[config.mk]
export PLATFORM = sky130hd
export DESIGN_NAME = upload_sequencer_flat
export DESIGN_NICKNAME = d
export VERILOG_FILES = /design/src/rtl/upload_sequencer_if.sv /design/src/rtl/upload_sequencer.sv /design/src/flat_wrapper.sv
export SDC_FILE = /design/constraint.sdc
export NUM_CORES = 1
export LEC_CHECK = 0
export CAP_MARGIN = 25
export CORE_MARGIN = 1
export CORE_UTILIZATION = 56
export CTS_CLUSTER_SIZE = 16
export DETAILED_ROUTE_END_ITERATION = 6
export PLACE_DENSITY_LB_ADDON = 0.08
export SYNTH_ARGS = -nofsm -noshare
export SYNTH_HDL_FRONTEND = slang
export SYNTH_SLANG_ARGS = --single-unit
[constraint.sdc]
create_clock -name clk -period 3.4 [get_ports clk]
set_input_delay 0.68 -clock clk [delete_from_list [all_inputs] [get_ports clk]]
set_output_delay 0.68 -clock clk [all_outputs]
set_load 0.02 [all_outputs]
[src/rtl/upload_sequencer_if.sv]
// ----------------------------------------------------------------------------
// upload_sequencer_if
//   Groups the host-side command/status signals and the switcher-side
//   handshake of the upload sequencer into one bundle.
//   master : host / upload switcher side (drives commands, trigger, data valid)
//   slave  : upload_sequencer (drives enable, trigger_start, status)
// Signals
//   run_start, run_abort, frame_num      host commands
//   laser_trig, upload_valid             trigger and per-word valid
//   fifo_prog_full                       host FIFO space indication
//   Upload_En, trigger_start             switcher control
//   busy, run_done, frames_sent          run progress
//   err_skip, err_overrun, err_timeout   sticky error flags
// ----------------------------------------------------------------------------
interface upload_sequencer_if #(
  parameter int CNT_W = 16
);
  logic             run_start;
  logic             run_abort;
  logic [CNT_W-1:0] frame_num;
  logic             laser_trig;
  logic             upload_valid;
  logic             fifo_prog_full;
  logic             Upload_En;
  logic             trigger_start;
  logic             busy;
  logic             run_done;
  logic [CNT_W-1:0] frames_sent;
  logic             err_skip;
  logic             err_overrun;
  logic             err_timeout;

  modport master (
    output run_start, run_abort, frame_num, laser_trig, upload_valid, fifo_prog_full,
    input  Upload_En, trigger_start, busy, run_done, frames_sent,
           err_skip, err_overrun, err_timeout
  );

  modport slave (
    input  run_start, run_abort, frame_num, laser_trig, upload_valid, fifo_prog_full,
    output Upload_En, trigger_start, busy, run_done, frames_sent,
           err_skip, err_overrun, err_timeout
  );
endinterface

[src/rtl/upload_sequencer.sv]
// ----------------------------------------------------------------------------
// upload_sequencer
//   Run-level controller for the dual-channel overlapped-FFT upload path.
//   Sequences one run of frame_num frames: per frame it arms on the laser
//   trigger (if the host FIFO has room), pulses trigger_start, counts the
//   uploaded words, then holds a guard gap before re-arming. Reports
//   progress, completion and sticky error flags to the host.
// Ports
//   clk  : system clock, rising edge
//   rst  : synchronous active-high reset
//   bus  : upload_sequencer_if.slave (commands in, control/status out)
// All outputs are registered.
// ----------------------------------------------------------------------------
module upload_sequencer #(
  parameter int FRAME_LEN  = 512,
  parameter int CNT_W      = 16,
  parameter int GAP_CYCLES = 16,
  parameter int TIMEOUT    = 4096
) (
  input  logic                  clk,
  input  logic                  rst,
  upload_sequencer_if.slave     bus
);

  localparam int WORD_W = $clog2(FRAME_LEN);
  localparam int IDLE_W = $clog2(TIMEOUT);
  localparam int GAP_W  = $clog2(GAP_CYCLES + 1);

  localparam logic [WORD_W-1:0] WORD_LAST  = WORD_W'(FRAME_LEN - 1);
  // Timeout fires when the idle count would step onto TIMEOUT-1.
  localparam logic [IDLE_W-1:0] IDLE_ABORT = IDLE_W'(TIMEOUT - 2);
  localparam logic [IDLE_W-1:0] IDLE_MAX   = IDLE_W'(TIMEOUT - 1);
  localparam logic [GAP_W-1:0]  GAP_LAST   = GAP_W'(GAP_CYCLES - 1);

  typedef enum logic [2:0] {
    IDLE   = 3'd0,
    ARM    = 3'd1,
    UPLOAD = 3'd2,
    GAP    = 3'd3,
    DONE   = 3'd4
  } state_t;

  state_t            state_r;
  logic [CNT_W-1:0]  frame_num_r;
  logic [CNT_W-1:0]  frames_sent_r;
  logic [CNT_W-1:0]  frames_next_s;
  logic [WORD_W-1:0] word_cnt_r;
  logic [IDLE_W-1:0] idle_cnt_r;
  logic [GAP_W-1:0]  gap_cnt_r;
  logic              upload_en_r;
  logic              trigger_start_r;
  logic              busy_r;
  logic              run_done_r;
  logic              err_skip_r;
  logic              err_overrun_r;
  logic              err_timeout_r;

  // frames_sent never exceeds the latched count, so this cannot wrap.
  assign frames_next_s = frames_sent_r + CNT_W'(1'b1);

  // Run sequencer: state, counters and every registered output.
  always_ff @(posedge clk) begin
    if (rst) begin
      state_r         <= IDLE;
      frame_num_r     <= {CNT_W{1'b0}};
      frames_sent_r   <= {CNT_W{1'b0}};
      word_cnt_r      <= {WORD_W{1'b0}};
      idle_cnt_r      <= {IDLE_W{1'b0}};
      gap_cnt_r       <= {GAP_W{1'b0}};
      upload_en_r     <= 1'b0;
      trigger_start_r <= 1'b0;
      busy_r          <= 1'b0;
      run_done_r      <= 1'b0;
      err_skip_r      <= 1'b0;
      err_overrun_r   <= 1'b0;
      err_timeout_r   <= 1'b0;
    end else begin
      trigger_start_r <= 1'b0;
      run_done_r      <= 1'b0;
      if ((state_r != IDLE) && bus.run_abort) begin
        // Abort outranks everything; counts and error flags are kept.
        state_r     <= IDLE;
        upload_en_r <= 1'b0;
        busy_r      <= 1'b0;
      end else begin
        case (state_r)
          IDLE: begin
            if (bus.run_start && !bus.run_abort) begin
              frame_num_r   <= bus.frame_num;
              frames_sent_r <= {CNT_W{1'b0}};
              err_skip_r    <= 1'b0;
              err_overrun_r <= 1'b0;
              err_timeout_r <= 1'b0;
              busy_r        <= 1'b1;
              if (bus.frame_num == {CNT_W{1'b0}}) begin
                state_r     <= DONE;
                upload_en_r <= 1'b0;
              end else begin
                state_r     <= ARM;
                upload_en_r <= 1'b1;
              end
            end
          end

          ARM: begin
            if (bus.laser_trig) begin
              if (bus.fifo_prog_full) begin
                err_skip_r <= 1'b1;
              end else begin
                trigger_start_r <= 1'b1;
                word_cnt_r      <= {WORD_W{1'b0}};
                idle_cnt_r      <= {IDLE_W{1'b0}};
                state_r         <= UPLOAD;
              end
            end
          end

          UPLOAD: begin
            if (bus.laser_trig) begin
              err_overrun_r <= 1'b1;
            end
            if (bus.upload_valid) begin
              idle_cnt_r <= {IDLE_W{1'b0}};
              if (word_cnt_r == WORD_LAST) begin
                word_cnt_r    <= {WORD_W{1'b0}};
                frames_sent_r <= frames_next_s;
                if (frames_next_s == frame_num_r) begin
                  state_r     <= DONE;
                  upload_en_r <= 1'b0;
                end else begin
                  state_r   <= GAP;
                  gap_cnt_r <= {GAP_W{1'b0}};
                end
              end else begin
                word_cnt_r <= word_cnt_r + WORD_W'(1'b1);
              end
            end else if (idle_cnt_r == IDLE_ABORT) begin
              // Stalled frame: abandon the run without counting it.
              err_timeout_r <= 1'b1;
              state_r       <= DONE;
              upload_en_r   <= 1'b0;
            end else if (idle_cnt_r != IDLE_MAX) begin
              idle_cnt_r <= idle_cnt_r + IDLE_W'(1'b1);
            end
          end

          GAP: begin
            if (bus.laser_trig) begin
              err_overrun_r <= 1'b1;
            end
            if (gap_cnt_r == GAP_LAST) begin
              state_r <= ARM;
            end else begin
              gap_cnt_r <= gap_cnt_r + GAP_W'(1'b1);
            end
          end

          DONE: begin
            run_done_r  <= 1'b1;
            busy_r      <= 1'b0;
            upload_en_r <= 1'b0;
            state_r     <= IDLE;
          end

          default: begin
            state_r     <= IDLE;
            upload_en_r <= 1'b0;
            busy_r      <= 1'b0;
          end
        endcase
      end
    end
  end

  assign bus.Upload_En     = upload_en_r;
  assign bus.trigger_start = trigger_start_r;
  assign bus.busy          = busy_r;
  assign bus.run_done      = run_done_r;
  assign bus.frames_sent   = frames_sent_r;
  assign bus.err_skip      = err_skip_r;
  assign bus.err_overrun   = err_overrun_r;
  assign bus.err_timeout   = err_timeout_r;

endmodule

[src/flat_wrapper.sv]
// flat-port wrapper written by rule: the top's interface ports become plain ports
module upload_sequencer_flat 
#(
  parameter int FRAME_LEN  = 512,
  parameter int CNT_W      = 16,
  parameter int GAP_CYCLES = 16,
  parameter int TIMEOUT    = 4096
)
  (clk, rst, bus_run_start, bus_run_abort, bus_frame_num, bus_laser_trig, bus_upload_valid, bus_fifo_prog_full, bus_Upload_En, bus_trigger_start, bus_busy, bus_run_done, bus_frames_sent, bus_err_skip, bus_err_overrun, bus_err_timeout);
  upload_sequencer_if #(.CNT_W(CNT_W)) bus_i ();
  input  logic clk;
  input  logic rst;
  input wire logic [$bits(bus_i.run_start)-1:0] bus_run_start;
  input wire logic [$bits(bus_i.run_abort)-1:0] bus_run_abort;
  input wire logic [$bits(bus_i.frame_num)-1:0] bus_frame_num;
  input wire logic [$bits(bus_i.laser_trig)-1:0] bus_laser_trig;
  input wire logic [$bits(bus_i.upload_valid)-1:0] bus_upload_valid;
  input wire logic [$bits(bus_i.fifo_prog_full)-1:0] bus_fifo_prog_full;
  output wire logic [$bits(bus_i.Upload_En)-1:0] bus_Upload_En;
  output wire logic [$bits(bus_i.trigger_start)-1:0] bus_trigger_start;
  output wire logic [$bits(bus_i.busy)-1:0] bus_busy;
  output wire logic [$bits(bus_i.run_done)-1:0] bus_run_done;
  output wire logic [$bits(bus_i.frames_sent)-1:0] bus_frames_sent;
  output wire logic [$bits(bus_i.err_skip)-1:0] bus_err_skip;
  output wire logic [$bits(bus_i.err_overrun)-1:0] bus_err_overrun;
  output wire logic [$bits(bus_i.err_timeout)-1:0] bus_err_timeout;
  assign bus_i.run_start = bus_run_start;
  assign bus_i.run_abort = bus_run_abort;
  assign bus_i.frame_num = bus_frame_num;
  assign bus_i.laser_trig = bus_laser_trig;
  assign bus_i.upload_valid = bus_upload_valid;
  assign bus_i.fifo_prog_full = bus_fifo_prog_full;
  assign bus_Upload_En = bus_i.Upload_En;
  assign bus_trigger_start = bus_i.trigger_start;
  assign bus_busy = bus_i.busy;
  assign bus_run_done = bus_i.run_done;
  assign bus_frames_sent = bus_i.frames_sent;
  assign bus_err_skip = bus_i.err_skip;
  assign bus_err_overrun = bus_i.err_overrun;
  assign bus_err_timeout = bus_i.err_timeout;
  upload_sequencer #(.FRAME_LEN(FRAME_LEN), .CNT_W(CNT_W), .GAP_CYCLES(GAP_CYCLES), .TIMEOUT(TIMEOUT)) u_core (.clk(clk), .rst(rst), .bus(bus_i));
endmodule
==> results.cfg, run 1 <==
[finish]
syn_to_final_growth_pct = 18.0
finalNetCount = 543
multiInputGateArea_mm2 = 0.00220
utilization = 0.687
design_area_mm2 = 0.00439
regArea_mm2 = 0.00136
antennaDiodeCount = 0
num-fill-cells = 546
drive_gt1_frac = 0.0676

[global_routing]
grt_pass1_wl_mm = 15.8
grt_max_degree = 22
grt_usage = 0.282
grt_pass1_vias = 3249
antenna_found_initial = 0
overflow = 0

[yosys]
synth_flop_cell = dfxtp_1
synth_enable_flop_cells = 0
ys_warn_count = 0
syn_nets = 511
synth-seq-cells = 68
synth.top_cells.by_area = dfxtp_1, nand2_1, a21oi_1
synth_top_cells_by_count = nand2_1, dfxtp_1, nor2_1, a21oi_1, nand4_1
synth_cell_types = 61
synth_area_mm2 = 0.00372
yosysMostFrequentCell = nand2_1
syn-instance-count = 481
yosysTopAreaCellShare = 0.366
synth.yosys.seq_area_share = 0.366
async_reset_ff_frac = 0
synth_area_per_cell_um2 = 7.73
synth_top_area_cell = dfxtp_1

[worst_hold_path]
hold_start = u_core.gap_cnt_r[4]
hold_path_end = u_core.gap_cnt_r[4]
hp-class = flop to flop
min_path_cells = 2

[clocking]
root_buffer = clkbuf_8
post_cts_resized = 0
h-tree-depth = 3
clkTransAtPathRegs_ps = 80
cts_tree = done
clock-sinks = 68
holdBufCountCts = 0
clk_latency_ps = 350
post_cts_buffers = 0
clk_path_buf_depth = 2
cts_made_buffers = 9

[die]
dieArea_mm2 = 0.00697
io_pins = 46
die_h_um = 83.5
core-area_mm2 = 0.00639
rows = 29
start_util = 0.582
die_x_um = 83.5

[detailed_routing]
route.detailed.drc = 0
dr.pass1.iters = 5
ant_nets = 0
wl_per_cell_um = 15.8
vias = 3603
wirelength_mm = 9.41
avgViaCountPerCell = 6.06
drtIter0Drc = 259

[timing]
final-hold-violation-count = 0
report.final.slew_viol_count = 0
relSlewSlack = 0.466
setup_viol = 0
fin_crit_sh = 0.843
setup_tns_ps = 0
skew_ps = 7.44
timing.hold.ws_ps = 460
worstMarginPinSlew_ps = 800
min_period_ps = 2870
fmaxAchievable_mhz = 349
rsz0062_at_grt = no

[worst_setup_path]
crit_type = flop to flop
critPathLaunchType = flop
critical_path_required_ps = 3650
worstSetupEndpointType = flop
reg2reg_slack_ps = 530
rr_worst_depth = 8
worstPathArrival_ps = 3120
rr_startpoint = u_core.bus.frames_sent[2]
r2r-end = u_core.bus.Upload_En
cp_max_fo = 12

[pwr]
p_leak_uw = 0.00151
power_density_mw_per_mm2 = 464
peakVddDrop_v = 0.000387

[place]
portBuffers = 45
gp_routability_congestion = 0.904
postPlaceCellArea_mm2 = 0.00417
dpl.hpwl_mm = 6.56

[job]
drv_cap = 0

[outcome]
status = complete, no violations
logic make-up after synthesis:
family / after synthesis / share of synthesized area
AND/OR/NAND/NOR: 234 / 0.312
AO/OA/AOI/OAI: 98 / 0.164
flip-flops: 68 / 0.366
buffers and inverters: 37 / 0.0427
XOR/XNOR: 32 / 0.0774
adder cells (fa/ha/maj): 7 / 0.0236
multiplexers: 5 / 0.0138
area by class of cell:
class                   instances  share of cell area
flip-flops and latches         68               0.310
repair buffers                 48               0.108
well taps                      77              0.0220
multi-input cells             376               0.502
inverters                      10             0.00856
clock inverters                 7              0.0208
clock buffers                   9              0.0282
cell usage in the layout (no fill, tap or decap), types with 3 or more instances in the layout:
| cell | synthesis | layout |
|---|---|---|
| a21oi_1 | 50 | 50 |
| a311oi_1 | 4 | 4 |
| a31oi_1 | 4 | 4 |
| and3_1 | 10 | 10 |
| buf_4 | 1 | 3 |
| clkbuf_8 | 0 | 9 |
| clkdlybuf4s50_1 | 0 | 45 |
| clkinv_2 | 0 | 3 |
| dfxtp_1 | 68 | 68 |
| ha_1 | 7 | 7 |
| inv_1 | 9 | 9 |
| mux2i_1 | 4 | 4 |
| nand2_1 | 79 | 79 |
| nand2b_1 | 3 | 3 |
| nand3_1 | 10 | 10 |
| nand4_1 | 18 | 18 |
| nor2_1 | 55 | 55 |
| nor2b_1 | 5 | 5 |
| nor3_1 | 16 | 16 |
| nor3b_1 | 3 | 3 |
| nor4_1 | 11 | 10 |
| nor4_2 | 2 | 3 |
| o21ai_0 | 16 | 16 |
| or3_1 | 8 | 8 |
| xnor2_1 | 16 | 16 |
| xor2_1 | 15 | 15 |
per-layer routing:
layer  global-route usage  vias to the layer above  wire (um)
met5                    0                        -          0
met4                0.108                        0        221
met3               0.0376                       22        452
met2                0.437                      128       4280
met1                0.400                     1688       4460
li1                     -                     1765          -
metrics by stage:
step           power, uW  instances  setup slack, ps
2_1_floorplan       1190        481              784
3_3_place_gp        1300        579              507
3_5_place_dp        1310        579              434
4_1_cts             2030        595              557
5_1_grt             2130        595              354
6_report            2030        595              533
power by group:
| group | switching [uW] | internal (uW) | leakage, uW | total (uW) |
|---|---|---|---|---|
| logic | 251 | 162 | 0.000853 | 413 |
| registers | 54.7 | 832 | 0.000550 | 887 |
| clock network | 324 | 410 | 0.000109 | 734 |
| total | 630 | 1400 | 0.00151 | 2030 |
state kept, by name, summed over array words and instances, names as in the netlist:
signal and cells:
u_core.gap_cnt_r 5, u_core.bus.err_skip 1, u_core.idle_cnt_r 12, u_core.bus.busy 1, u_core.word_cnt_r 9, u_core.frame_num_r 16, u_core.bus.err_overrun 1, u_core.bus.trigger_start 1
u_core.bus.frames_sent 16, u_core.bus.err_timeout 1, u_core.bus.run_done 1, u_core.state_r 3, u_core.bus.Upload_En 1
worst max path at each step:
stage | start | end | cells after the start
2_1_floorplan | u_core.bus.frames_sent[3] | u_core.bus.Upload_En | 9
3_3_place_gp | bus_laser_trig | u_core.idle_cnt_r[10] | 8
3_5_place_dp | bus_laser_trig | u_core.idle_cnt_r[10] | 8
4_1_cts | u_core.bus.frames_sent[2] | u_core.gap_cnt_r[3] | 8
5_1_grt | u_core.bus.frames_sent[2] | u_core.gap_cnt_r[3] | 8
6_report | u_core.bus.frames_sent[2] | u_core.bus.Upload_En | 8
worst max-delay path, cell delays in order, from the launching register on:
cell and delay [ps]:
dfxtp_1 560, nand4_1 240, or4_4 600, xnor2_2 160
a2111oi_2 430, a41o_1 330, o22a_1 180, a21oi_1 70
a31o_1 200
(Power assumes the default switching activity.)
==> run 2, diff against run 1 <==
Clock period 3.4 ns to 2.9 ns, I/O delays scaled along.
==> run 2 against run 1 <==
  * Count of clock-buffer cells in the layout rose by 4
  * Power increased by 15%
  * Sequential share of layout area shrank 0.63 points
  * Via count increased by 3.1%
  * Wire length increased by 2.0%
  * Final cell count rose by 2.5%
  * Critical path depth unchanged
  * Flip-flop and latch count did not move
  * Combinational power is 36% higher
  * Setup slack worse by 300 ps
  * Largest cell class unchanged
  * Highest routed layer unchanged
==> results.cfg, run 2 (same netlist as run 1, synthesis figures left out) <==
[outcome]
status = complete, no violations

[place]
portBuffers = 45
dpl.hpwl_mm = 6.93
gp_routability_congestion = 0.934

[timing]
min_period_ps = 2670
setup_tns_ps = 0
skew_ps = 9.90
timing.hold.ws_ps = 462
setup_viol = 0
final-hold-violation-count = 0
report.final.slew_viol_count = 0
rsz0062_at_grt = no
fin_crit_sh = 0.919
worstMarginPinSlew_ps = 563
relSlewSlack = 0.622
fmaxAchievable_mhz = 375

[worst_setup_path]
worstPathArrival_ps = 2910
critPathLaunchType = flop
critical_path_required_ps = 3140
worstSetupEndpointType = flop
cp_max_fo = 6
crit_type = flop to flop

[detailed_routing]
route.detailed.drc = 0
wirelength_mm = 9.60
wl_per_cell_um = 15.7
vias = 3714
dr.pass1.iters = 5
avgViaCountPerCell = 6.09
ant_nets = 0
drtIter0Drc = 293

[die]
io_pins = 46
rows = 29
start_util = 0.582
core-area_mm2 = 0.00639
dieArea_mm2 = 0.00697
die_h_um = 83.5
die_x_um = 83.5

[pwr]
p_leak_uw = 0.00158
total_power_uw = 2330
power_density_mw_per_mm2 = 520
peakVddDrop_v = 0.000345

[global_routing]
grt_usage = 0.290
antenna_found_initial = 0
grt_pass1_wl_mm = 16.3
grt_pass1_vias = 3405
overflow = 0
grt_max_degree = 44

[clocking]
cts_tree = done
clk_path_buf_depth = 2
holdBufCountCts = 0
h-tree-depth = 3
post_cts_resized = 0
post_cts_buffers = 0
cts_made_buffers = 9
clk_latency_ps = 340
root_buffer = clkbuf_8
clkTransAtPathRegs_ps = 80
clock-sinks = 68

[finish]
drive_gt1_frac = 0.0901
antennaDiodeCount = 0
final_common_cell = nand2_1
finalNetCount = 559
syn_to_final_growth_pct = 20.5
final_cell_mix = nand2_1, dfxtp_1, nor2_1, a21oi_1, clkdlybuf4s50_1

[job]
drv_cap = 0

[worst_hold_path]
hp-class = flop to flop
## run 2: cell count changes in the layout (fill, tap and decap cells not counted), sizes merged
cell and change:
clkinvlp -1, clkbuf +4, bufinv -1, buf +16, clkinv -3
## run 2: path summary, 6_finish.rpt
| path | start | endpoint | slack, ps | cells past startpoint |
|---|---|---|---|---|
| setup / recovery | u_core.bus.frames_sent[6] | u_core.bus.Upload_En | 230 | 8 |
| hold / removal | u_core.gap_cnt_r[4] | u_core.gap_cnt_r[4] | 460 | 2 |
| setup reg to reg | u_core.bus.frames_sent[6] | u_core.bus.Upload_En | 230 | 8 |
| hold reg to reg | u_core.gap_cnt_r[4] | u_core.gap_cnt_r[4] | 460 | 2 |
## run 2: final cells by class
class | instances | area, um^2
Inverter | 10 | 37.5
Sequential cell | 68 | 1360
Tap cell | 77 | 96.3
Multi-Input combinational cell | 376 | 2210
Clock inverter | 2 | 35.0
Fill cell | 541 | 1910
Clock buffer | 13 | 149
Timing Repair Buffer | 64 | 593
## run 2: worst max-delay path, stage by stage (launching register included)
cell and delay (ps):
dfxtp_1 490, nand3_2 170, or4_4 590, xnor2_2 160
a2111oi_2 400, a41o_1 310, o22a_1 170, a21oi_1 70
a31o_1 200
## run 2: power breakdown
group / switching [uW] / internal, uW / leakage [uW] / total [uW]
sequential: 32.1 / 976 / 0.000550 / 1010
clock: 346 / 416 / 0.0000935 / 762
combinational: 340 / 220 / 0.000936 / 560
## run 2: routing by layer
layer | global-route usage | part of all wire | wire, um
met3 | 0.0465 | 0.068 | 655
met5 | 0 | 0 | 0
met1 | 0.407 | 0.46 | 4460
met2 | 0.449 | 0.45 | 4300
met4 | 0.108 | 0.019 | 183
## run 2: per-stage QoR
step	setup WS (ps)	area (um^2)	cells	utilization
after floorplan	284	3720	481	-
after detailed placement	241	4290	595	0.672
after global placement	283	4290	595	0.672
after global routing	21.1	4480	610	0.701
final	235	4480	610	0.701
after CTS	275	4480	610	0.701
